[src/rtl/apb_master_if.sv]
`default_nettype none
// ============================================================================
// Module      : apb_master_if
// Description : Host command/response port plus APB bus signals for apb_master.
// Revision    : 1.0 - initial release
// ============================================================================
interface apb_master_if #(
    parameter int ADDR_W = 32,
    parameter int DATA_W = 32
);
    // Host command channel
    logic                  cmd_valid;
    logic                  cmd_ready;
    logic                  cmd_write;
    logic [ADDR_W-1:0]     cmd_addr;
    logic [DATA_W-1:0]     cmd_wdata;
    logic [DATA_W/8-1:0]   cmd_strb;

    // Host response channel
    logic                  rsp_valid;
    logic                  rsp_ready;
    logic [DATA_W-1:0]     rsp_rdata;
    logic                  rsp_err;

    // APB bus
    logic                  psel;
    logic                  penable;
    logic                  pwrite;
    logic [ADDR_W-1:0]     padd;
    logic [DATA_W-1:0]     pwdata;
    logic [DATA_W/8-1:0]   pstrb;
    logic [DATA_W-1:0]     prdata;
    logic                  pready;
    logic                  pslevrr;

    modport master (
        input  cmd_valid, cmd_write, cmd_addr, cmd_wdata, cmd_strb,
        output cmd_ready,
        output rsp_valid, rsp_rdata, rsp_err,
        input  rsp_ready,
        output psel, penable, pwrite, padd, pwdata, pstrb,
        input  prdata, pready, pslevrr
    );

    modport slave (
        output cmd_valid, cmd_write, cmd_addr, cmd_wdata, cmd_strb,
        input  cmd_ready,
        input  rsp_valid, rsp_rdata, rsp_err,
        output rsp_ready,
        input  psel, penable, pwrite, padd, pwdata, pstrb,
        output prdata, pready, pslevrr
    );
endinterface
`default_nettype wire

[src/rtl/apb_master.sv]
`default_nettype none
// ============================================================================
// Module      : apb_master
// Description : Single-outstanding APB initiator; host command in, APB
//               SETUP/ACCESS transfer out, read data/error back on a
//               valid/ready response. Optional macro APB_TIMEOUT_EN adds an
//               ACCESS-phase wait-state abort after TIMEOUT_CYCLES.
// Revision    : 1.0 - initial release
// ============================================================================
module apb_master #(
    parameter int ADDR_W         = 32,
    parameter int DATA_W         = 32,
    parameter int TIMEOUT_CYCLES = 16
) (
    input  wire logic     pclk,
    input  wire logic     rst,
    apb_master_if.master  bus
);

    localparam int STRB_W = DATA_W / 8;

    localparam logic [1:0] c_ST_IDLE   = 2'd0;
    localparam logic [1:0] c_ST_SETUP  = 2'd1;
    localparam logic [1:0] c_ST_ACCESS = 2'd2;
    localparam logic [1:0] c_ST_RESP   = 2'd3;

    logic [1:0]          r_state;
    logic                r_cmd_ready;
    logic                r_psel;
    logic                r_penable;
    logic                r_pwrite;
    logic [ADDR_W-1:0]   r_padd;
    logic [DATA_W-1:0]   r_pwdata;
    logic [STRB_W-1:0]   r_pstrb;
    logic                r_rsp_valid;
    logic [DATA_W-1:0]   r_rsp_rdata;
    logic                r_rsp_err;
    logic                w_cmd_fire;

    assign w_cmd_fire = bus.cmd_valid && r_cmd_ready;

`ifdef APB_TIMEOUT_EN
    localparam int c_CNT_W = ($clog2(TIMEOUT_CYCLES + 1) > 8) ?
                             $clog2(TIMEOUT_CYCLES + 1) : 8;
    localparam logic [c_CNT_W-1:0] c_LIMIT = c_CNT_W'(TIMEOUT_CYCLES);

    logic [c_CNT_W-1:0]  r_wait_cnt;
    logic [c_CNT_W:0]    w_wait_next;
    logic                w_timeout;

    // Abort on the wait cycle that would bring the count up to the limit.
    assign w_wait_next = {1'b0, r_wait_cnt} + {{c_CNT_W{1'b0}}, 1'b1};
    assign w_timeout   = (w_wait_next >= {1'b0, c_LIMIT});
`else
    logic w_unused_timeout;
    assign w_unused_timeout = ^TIMEOUT_CYCLES;
`endif

    always_ff @(posedge pclk) begin
        if (rst) begin
            r_state     <= c_ST_IDLE;
            r_cmd_ready <= 1'b1;
            r_psel      <= 1'b0;
            r_penable   <= 1'b0;
            r_pwrite    <= 1'b0;
            r_padd      <= '0;
            r_pwdata    <= '0;
            r_pstrb     <= '0;
            r_rsp_valid <= 1'b0;
            r_rsp_rdata <= '0;
            r_rsp_err   <= 1'b0;
`ifdef APB_TIMEOUT_EN
            r_wait_cnt  <= '0;
`endif
        end else begin
            case (r_state)
                c_ST_IDLE: begin
                    if (w_cmd_fire) begin
                        r_pwrite    <= bus.cmd_write;
                        r_padd      <= bus.cmd_addr;
                        r_pwdata    <= bus.cmd_wdata;
                        // Reads never carry strobes onto the bus.
                        r_pstrb     <= bus.cmd_write ? bus.cmd_strb : '0;
                        r_psel      <= 1'b1;
                        r_penable   <= 1'b0;
                        r_cmd_ready <= 1'b0;
                        r_state     <= c_ST_SETUP;
                    end
                end

                c_ST_SETUP: begin
                    r_penable <= 1'b1;
                    r_state   <= c_ST_ACCESS;
`ifdef APB_TIMEOUT_EN
                    r_wait_cnt <= '0;
`endif
                end

                c_ST_ACCESS: begin
                    if (bus.pready) begin
                        r_rsp_rdata <= r_pwrite ? '0 : bus.prdata;
                        r_rsp_err   <= bus.pslevrr;
                        r_psel      <= 1'b0;
                        r_penable   <= 1'b0;
                        r_rsp_valid <= 1'b1;
                        r_state     <= c_ST_RESP;
                    end
`ifdef APB_TIMEOUT_EN
                    else if (w_timeout) begin
                        r_rsp_rdata <= '0;
                        r_rsp_err   <= 1'b1;
                        r_psel      <= 1'b0;
                        r_penable   <= 1'b0;
                        r_rsp_valid <= 1'b1;
                        r_state     <= c_ST_RESP;
                    end else begin
                        r_wait_cnt  <= r_wait_cnt + 1'b1;
                    end
`endif
                end

                c_ST_RESP: begin
                    if (bus.rsp_ready) begin
                        r_rsp_valid <= 1'b0;
                        r_cmd_ready <= 1'b1;
                        r_state     <= c_ST_IDLE;
                    end
                end

                default: begin
                    r_state     <= c_ST_IDLE;
                    r_cmd_ready <= 1'b1;
                    r_psel      <= 1'b0;
                    r_penable   <= 1'b0;
                    r_rsp_valid <= 1'b0;
                end
            endcase
        end
    end

    assign bus.cmd_ready = r_cmd_ready;
    assign bus.psel      = r_psel;
    assign bus.penable   = r_penable;
    assign bus.pwrite    = r_pwrite;
    assign bus.padd      = r_padd;
    assign bus.pwdata    = r_pwdata;
    assign bus.pstrb     = r_pstrb;
    assign bus.rsp_valid = r_rsp_valid;
    assign bus.rsp_rdata = r_rsp_rdata;
    assign bus.rsp_err   = r_rsp_err;

endmodule
`default_nettype wire
[src/flat_wrapper.sv]
// flat-port wrapper written by rule: the top's interface ports become plain ports
module apb_master_flat 
#(
    parameter int ADDR_W         = 32,
    parameter int DATA_W         = 32,
    parameter int TIMEOUT_CYCLES = 16
)
  (pclk, rst, bus_cmd_valid, bus_cmd_write, bus_cmd_addr, bus_cmd_wdata, bus_cmd_strb, bus_cmd_ready, bus_rsp_valid, bus_rsp_rdata, bus_rsp_err, bus_rsp_ready, bus_psel, bus_penable, bus_pwrite, bus_padd, bus_pwdata, bus_pstrb, bus_prdata, bus_pready, bus_pslevrr);
  apb_master_if #(.ADDR_W(ADDR_W), .DATA_W(DATA_W)) bus_i ();
  input  wire logic pclk;
  input  wire logic rst;
  input wire logic [$bits(bus_i.cmd_valid)-1:0] bus_cmd_valid;
  input wire logic [$bits(bus_i.cmd_write)-1:0] bus_cmd_write;
  input wire logic [$bits(bus_i.cmd_addr)-1:0] bus_cmd_addr;
  input wire logic [$bits(bus_i.cmd_wdata)-1:0] bus_cmd_wdata;
  input wire logic [$bits(bus_i.cmd_strb)-1:0] bus_cmd_strb;
  output wire logic [$bits(bus_i.cmd_ready)-1:0] bus_cmd_ready;
  output wire logic [$bits(bus_i.rsp_valid)-1:0] bus_rsp_valid;
  output wire logic [$bits(bus_i.rsp_rdata)-1:0] bus_rsp_rdata;
  output wire logic [$bits(bus_i.rsp_err)-1:0] bus_rsp_err;
  input wire logic [$bits(bus_i.rsp_ready)-1:0] bus_rsp_ready;
  output wire logic [$bits(bus_i.psel)-1:0] bus_psel;
  output wire logic [$bits(bus_i.penable)-1:0] bus_penable;
  output wire logic [$bits(bus_i.pwrite)-1:0] bus_pwrite;
  output wire logic [$bits(bus_i.padd)-1:0] bus_padd;
  output wire logic [$bits(bus_i.pwdata)-1:0] bus_pwdata;
  output wire logic [$bits(bus_i.pstrb)-1:0] bus_pstrb;
  input wire logic [$bits(bus_i.prdata)-1:0] bus_prdata;
  input wire logic [$bits(bus_i.pready)-1:0] bus_pready;
  input wire logic [$bits(bus_i.pslevrr)-1:0] bus_pslevrr;
  assign bus_i.cmd_valid = bus_cmd_valid;
  assign bus_i.cmd_write = bus_cmd_write;
  assign bus_i.cmd_addr = bus_cmd_addr;
  assign bus_i.cmd_wdata = bus_cmd_wdata;
  assign bus_i.cmd_strb = bus_cmd_strb;
  assign bus_cmd_ready = bus_i.cmd_ready;
  assign bus_rsp_valid = bus_i.rsp_valid;
  assign bus_rsp_rdata = bus_i.rsp_rdata;
  assign bus_rsp_err = bus_i.rsp_err;
  assign bus_i.rsp_ready = bus_rsp_ready;
  assign bus_psel = bus_i.psel;
  assign bus_penable = bus_i.penable;
  assign bus_pwrite = bus_i.pwrite;
  assign bus_padd = bus_i.padd;
  assign bus_pwdata = bus_i.pwdata;
  assign bus_pstrb = bus_i.pstrb;
  assign bus_i.prdata = bus_prdata;
  assign bus_i.pready = bus_pready;
  assign bus_i.pslevrr = bus_pslevrr;
  apb_master #(.ADDR_W(ADDR_W), .DATA_W(DATA_W), .TIMEOUT_CYCLES(TIMEOUT_CYCLES)) u_core (.pclk(pclk), .rst(rst), .bus(bus_i));
endmodule
[config.mk]
export PLATFORM = sky130hd
export DESIGN_NAME = apb_master_flat
export DESIGN_NICKNAME = d
export VERILOG_FILES = /design/src/rtl/apb_master_if.sv /design/src/rtl/apb_master.sv /design/src/flat_wrapper.sv
export SDC_FILE = /design/constraint.sdc
export NUM_CORES = 1
export LEC_CHECK = 0
export ABC_AREA = 1
export ABC_CLOCK_PERIOD_IN_PS = 3200
export CAP_MARGIN = 20
export CORE_UTILIZATION = 30
export DETAILED_ROUTE_END_ITERATION = 12
export SLEW_MARGIN = 5
export SYNTH_ARGS = -nofsm -noshare
export SYNTH_HDL_FRONTEND = slang
export SYNTH_SLANG_ARGS = --single-unit
[constraint.sdc]
create_clock -name pclk -period 3.2 [get_ports pclk]
set_input_delay 0.32 -clock pclk [delete_from_list [all_inputs] [get_ports pclk]]
set_output_delay 0.32 -clock pclk [all_outputs]
set_load 0.03 [all_outputs]
==> results of run 1 <==
==> tightest hold or removal path, delay by kind of cell, from the launching register on <==
kind               cells  cell delay, ns
DFF                    1            0.31
AOI/OAI and AO/OA      1            0.05
and+or+nand+nor        1            0.06
==> Yosys cell counts, drive strengths merged <==
library cell  count  area [sq um]
nor2              9          41.3
clkbuf           20          75.1
buf              15           103
dfxtp           108          2160
ha                5          62.6
nand2           187           702
a21oi           104           521
inv              15          56.3
o21ai             2          10.0
nand4             1          6.26
clkinv            1          3.75
nand3            37           190
==> sequential cells by signal (all words and copies together) (netlist names) <==
register and flops:
u_core.bus.rsp_err 1, u_core.bus.rsp_rdata 32, u_core.bus.padd 32, u_core.bus.pwdata 32
u_core.bus.pwrite 1, u_core.bus.cmd_ready 1, u_core.bus.psel 1, u_core.bus.pstrb 4
u_core.bus.rsp_valid 1, u_core.r_state 2, u_core.bus.penable 1
==> per-layer routing <==
metal  track usage (%)  share of wire (%)  vias to the layer above  wire (microns)
li1                  -                  -                     2007               -
met3              5.71                8.3                       21             991
met2              29.2                 49                      137            5790
met5                 0                  0                        -               0
met1              19.4                 40                     1778            4790
met4              9.15                3.0                        0             357
==> final timing paths <==
path	to	slack [ns]
max reg2reg	u_core.bus.rsp_rdata[29]	1.00
min	u_core.bus.rsp_rdata[19]	0.46
max	u_core.bus.rsp_rdata[29]	1.00
min reg2reg	u_core.bus.rsp_rdata[19]	0.46
==> cell families (layout without fill, tap and decap cells) <==
group | Yosys count | in the layout | synth area share (%)
flip-flops | 108 | 108 | 55.0
adder cells (fa/ha/maj) | 5 | 5 | 1.59
AO/OA/AOI/OAI | 106 | 106 | 13.5
AND/OR/NAND/NOR | 234 | 234 | 23.9
buffers and inverters | 51 | 248 | 6.04
==> stage by stage <==
stage	setup WS [ns]	hold WS [ns]	power (W)
after floorplan	1.81	0.463	0.00278
after global routing	0.749	0.482	0.00499
after CTS	0.947	0.465	0.00478
after global placement	0.938	0.451	0.00345
after detailed placement	0.925	0.455	0.00348
final	1.00	0.463	0.00472
==> power by group through the flow <==
stage / combinational, W / sequential (W) / clock, W
after floorplan: 0.000616 / 0.00216 / 0
after CTS: 0.00175 / 0.00170 / 0.00132
after detailed placement: 0.00175 / 0.00173 / 0
after global routing: 0.00188 / 0.00172 / 0.00138
final: 0.00173 / 0.00170 / 0.00128
after global placement: 0.00173 / 0.00172 / 0
==> area by class of cell <==
cell class / instances / area [sq um] / share of cell area (%)
Clock inverter: 6 / 111 / 1.72
Multi-Input combinational cell: 345 / 1530 / 23.6
Inverter: 16 / 60.1 / 0.926
Clock buffer: 10 / 239 / 3.69
Sequential cell: 108 / 2160 / 33.4
Tap cell: 172 / 215 / 3.32
Timing Repair Buffer: 216 / 2160 / 33.4
==> impl_results.md, run 1 <==
* Wire length per cell at 13.7 microns
* Fin area at 6480 sq um
* Vias per Instance at approximately 4.5
* Reg2reg path depth at 6
* Number of I/O pins at ~210
* Highest-delay cell along the critical path: clkinv_1
* Layout area overhead at 64.8%
* Die height at approximately 120 microns
* Cells after synthesis at 504
* Number of cells after detailed placement at about 860
* Layout fillers at 1257
* HPWL Detailed at approximately 8.3 mm
* Syn_area_per_cell at about 7.8 sq um
* Unrepaired setup endpoints after global routing: false
* Crit-path cells: inv_1 -> ha_1 -> nand2_1 -> clkinv_1 -> o21ai_0 -> nor2_1
* Max Slew Vio Count at 0
* Slew HR at 30.5%
* Worst Path Buf+Inv at 2
* Setup TNS at 0 ns
* CP endpoint kind: flop
* # DRC at 0
* # resized after CTS at 0
* Max rail drop VDD at between 400 and 500 uV
* CTS sink cnt at 108
* Maximum root-to-sink buffer count at 2
* Seq/Total Area, Yosys at 55.0%
* Fin crit period at roughly 2.2 ns
* Critical Path Fanout Max at 34
* Pin count of the biggest net entering global routing at slightly below 80
* Power per cell area at 727 nW/um^2
* Clk_skew at ~0.0052 ns
* Crit path from: u_core.r_state[0]
* Period utilisation layout at 68.7%
* Hold_buf cts at 0
* Logic pwr share at approximately 37%
* Num CTS Buffers at 9
* FMAX at between 400 and 500 MHz
* R2R Path Start: u_core.r_state[0]
* IO Port Bufs at roughly 210
* Post-Synthesis Cell Area at between 3000 and 4000 sq um
* Clock network power share at a little over a quarter
* Core area at 12700 sq um
* Post-CTS setup buffers at 0
* Layout cells sized above 1 at about 3.4%
* Clock Latency Late Sink at 0.35 ns
* Clk root buf: clkbuf_16
* Final core occ at 51.0%
* Grt total ovfl at 0
* CTS H-tree depth at 3
* Total Wirelength at around 12 mm
* WP data required at 3.43 ns
* Psw at 0.00166 W
* Die area at roughly 14000 sq um
* Distinct cells, synth at 17
* Static leakage at between 2 and 2.5 nW
* Die width at between 100 and 150 microns
* Tot GR Track Use at 17.3%
* Internal Power at between 0.003 and 0.004 W
* Syn nets at 616
* Final #Nets at approximately 810
* Ys Warns at 0
* Clock-pin slew of the registers on the worst-case setup and hold paths at 0.07 ns
* Commonest cells after routing, fill and taps aside: 211 x clkdlybuf4s50_1, 187 x nand2_1, 108 x dfxtp_1
* Placement Cell Area at slightly above 6000 sq um
* Placer congestion estimate at between 0.7 and 0.8
* Cell family with most CP delay: buffers and inverters
* Switch share at a little over a third
* Min-delay src: u_core.bus.rsp_rdata[19]
* Antenna violations before repair at 0
* Final ANT Viol Nets at 0
* Crit path DAT at roughly 2.4 ns
* Final hold vios at 0
* Crit Path Category: flop to flop
* Hold Crit Class: flop to flop
* Worst path max stage delay at 0.76 ns
* Rows at 41
* Startpoint types: flop
* Sequential share of power at around 36%
* Hold path depth at 2
* Max-cap violation count at 0
* DR iter-0 viols at 204
* Starting Density at a little under a third
* First-pass GRT wire length at roughly 18 mm
* Pre-antenna DRT Iters at 4
* Most common cell after layout, fill and taps aside: clkdlybuf4s50_1
* Ant. Diodes at 0
* Final setup viols at 0
* CTS tree: built
* Crit path depth at 6
* Status: completed
* Final cell count without fillers at 873
* Worst-Margin Slew at about 1.0 ns
* Seq cells post-synth at 108
* Vias at between 3000 and 4000
* Number of global-route vias before repair at about 3600
Power figures use the tool's default switching activity.
==> inputs of run 2 (changes only) <==
--- a/config.mk
+++ b/config.mk
@@ -6,10 +6,11 @@
 export NUM_CORES = 1
 export LEC_CHECK = 0
 export ABC_AREA = 1
-export ABC_CLOCK_PERIOD_IN_PS = 3200
+export ABC_CLOCK_PERIOD_IN_PS = 1850
 export CAP_MARGIN = 20
 export CORE_UTILIZATION = 30
 export DETAILED_ROUTE_END_ITERATION = 12
+export PLACE_DENSITY = 0.67
 export SLEW_MARGIN = 5
 export SYNTH_ARGS = -nofsm -noshare
 export SYNTH_HDL_FRONTEND = slang
==> constraint.sdc (replaced) <==
create_clock -name pclk -period 1.85 [get_ports pclk]
set_input_delay 0.185 -clock pclk [delete_from_list [all_inputs] [get_ports pclk]]
set_output_delay 0.185 -clock pclk [all_outputs]
set_load 0.03 [all_outputs]
==> run 2 against run 1 <==
Combinational power rose by 78%. Utilization rose by 0.29 points. Total power rose by 70%. Worst setup slack got worse by 0.78 ns. Clock skew rose by 0.0032 ns. Wire length rose by 2.2%. Global-route usage rose by 0.79 points. Highest routed layer unchanged.
==> impl_results.md, run 2 (synthesized netlist as in run 1, its figures left out) <==
* Core area at 12700 sq um (unchanged)
* Pre-antenna DRT Iters at 4 (unchanged)
* Status: completed
* Hold Path End: u_core.bus.pwdata[31]
* Antenna violations before repair at 0 (unchanged)
* Max-cap violation count at 0 (unchanged)
* Clk root buf: clkbuf_16
* Reg2Reg Setup Slack at 0.24 ns (-0.76 ns)
* Setup TNS at 0 ns (unchanged)
* Final #Nets at 814 (+0.74%)
* Hold path depth at 2 (unchanged)
* Worst slack, placed at 0.244 ns (-0.681 ns)
* First-pass GRT wire length at 18.9 mm (+6.0%)
* DR iter-0 viols at 221 (+8.3%)
* Crit Path Category: flop to output port
* CP endpoint kind: output port
* Static leakage at 2.37 nW (+0.91%)
* HPWL Detailed at 8.84 mm (+6.9%)
* Wire length per cell at 13.9 microns (+1.5%)
* Cell family with most CP delay: buffers and inverters
* Reg-to-reg endpoint: u_core.bus.padd[12]
* Final hold vios at 0 (unchanged)
* Worst-Margin Slew at 0.390 ns (-0.651 ns)
* FMAX at 613 MHz
* Hold Worst Slack at 0.226 ns (-0.237 ns)
* Power per cell area at 1230 nW/um^2 (+69%)
* Max rail drop VDD at 750 uV (+71%)
* Final ANT Viol Nets at 0 (unchanged)
* Vias at 3995 (+1.3%)
* Starting Density at 30.9% (unchanged)
* Maximum root-to-sink buffer count at 2 (unchanged)
* Fin crit period at 1.63 ns
* Pin count of the biggest net entering global routing at 56 (-27%)
* R2R Path Start: u_core.r_state[1]
* Rows at 41 (unchanged)
* Grt total ovfl at 0 (unchanged)
* Crit-path cells: clkdlybuf4s50_1
* Layout cells sized above 1 at 4.10% (+0.68 points)
* Placer congestion estimate at 0.724 (-4.9%)
* Ant. Diodes at 0 (unchanged)
* Reg2reg path depth at 7 (+1)
* Slew HR at 73.9% (+43 points)
* CTS tree: built
* Final setup viols at 0 (unchanged)
* Clk_skew at 0.00843 ns (+0.00324 ns)
* # resized after CTS at 0 (unchanged)
* Die height at 116 microns (unchanged)
* Number of I/O pins at 213 (unchanged)
* Vias per Instance at 4.54 (+0.63%)
* Die area at 13600 sq um (unchanged)
* # DRC at 0 (unchanged)
* Tot GR Track Use at 18.1% (+0.79 points)
* IO Port Bufs at 212 (unchanged)
* Hold_buf cts at 0 (unchanged)
* Highest-delay cell along the critical path: clkdlybuf4s50_1
* CTS H-tree depth at 3 (unchanged)
* Hold Crit Class: input port to flop
* Most common cell after layout, fill and taps aside: clkdlybuf4s50_1
* Critical Path Fanout Max at 4 (-88%)
* Commonest cells after routing, fill and taps aside: 211 x clkdlybuf4s50_1, 187 x nand2_1, 108 x dfxtp_1
* Die width at 116 microns (unchanged)
* Unrepaired setup endpoints after global routing: false
* Total Wirelength at 12.2 mm (+2.2%)
* CTS sink cnt at 108 (unchanged)
* Max Slew Vio Count at 0 (unchanged)
* Worst path max stage delay at 0.70 ns (-0.06 ns)
* Worst Path Buf+Inv at 1 (-1)
* WP data required at 1.66 ns (-1.77 ns)
* Final worst slack at 0.219 ns (-0.782 ns)
* Clock Latency Late Sink at 0.35 ns (about the same)
* Post-CTS setup buffers at 0 (unchanged)
* Num CTS Buffers at 9 (unchanged)
* Startpoint types: flop
* Min-delay src: rst
* Layout area overhead at 65.8%
* Crit path DAT at 1.45 ns (-0.98 ns)
* Period utilisation layout at around nine tenths
* Number of global-route vias before repair at 3981 (+11%)
* Clock-pin slew of the registers on the worst-case setup and hold paths at 0.07 ns (about the same)
-- run 2: cell count changes in the layout (fill, tap and decap cells not counted) --
cell,change
bufinv_16,-2
clkinv_4,-1
clkbuf_1,+1
clkinv_2,+1
clkbuf_8,+1
buf_4,+3
buf_12,+3
-- run 2: how the worst max path moves through the flow --
stage / end / cells past startpoint / slack, ns / start
2_1_floorplan: u_core.bus.rsp_rdata[1] / 7 / 0.46 / u_core.r_state[0]
3_3_place_gp: u_core.bus.padd[4] / 6 / 0.31 / bus_cmd_valid
3_5_place_dp: u_core.bus.padd[12] / 7 / 0.24 / u_core.r_state[1]
4_1_cts: bus_cmd_ready / 1 / 0.20 / u_core.bus.cmd_ready
5_1_grt: u_core.bus.padd[12] / 7 / 0.1 / u_core.r_state[1]
6_report: bus_cmd_ready / 1 / 0.22 / u_core.bus.cmd_ready
-- run 2: layout make-up --
type / count / area, sq um
well taps: 172 / 215
repair buffers: 222 / 2240
fillers: 1232 / 6200
flip-flops and latches: 108 / 2160
multi-input cells: 345 / 1530
clock inverters: 4 / 47.5
clock buffers: 12 / 256
inverters: 16 / 60.1
-- run 2: report_power, final --
group / leakage, nW / switching [W] / internal (W) / total, W
Combinational: 1.34 / 0.00183 / 0.00126 / 0.00308
Sequential: 0.881 / 0.000230 / 0.00273 / 0.00296
Clock: 0.149 / 0.000834 / 0.00112 / 0.00195
Total: 2.37 / 0.00289 / 0.00510 / 0.00799
-- run 2: per-layer routing --
layer	GRT usage, %	vias up	wire [microns]
li1	-	2017	-
met1	19.4	1827	4900
met2	33.0	131	6110
met3	4.67	20	863
met4	8.80	0	308
met5	0	-	0
-- run 2: worst reg2reg max path, delay by kind of cell, from the launching register on --
family,cells,cell delay (ns)
buffers and inverters,3,0.55
DFF,1,0.35
AOI/OAI and AO/OA,1,0.15
adders and majority gates,1,0.24
and+or+nand+nor,2,0.26
-- run 2: stage by stage --
stage	power [W]	std cells	area (sq um)	util, %
floorplan	0.00480	504	3930	-
global placement	0.00603	863	6210	48.8
detailed placement	0.00611	863	6210	48.8
CTS	0.00809	879	6520	51.2
global route	0.00846	879	6520	51.2
finish	0.00799	879	6520	51.2
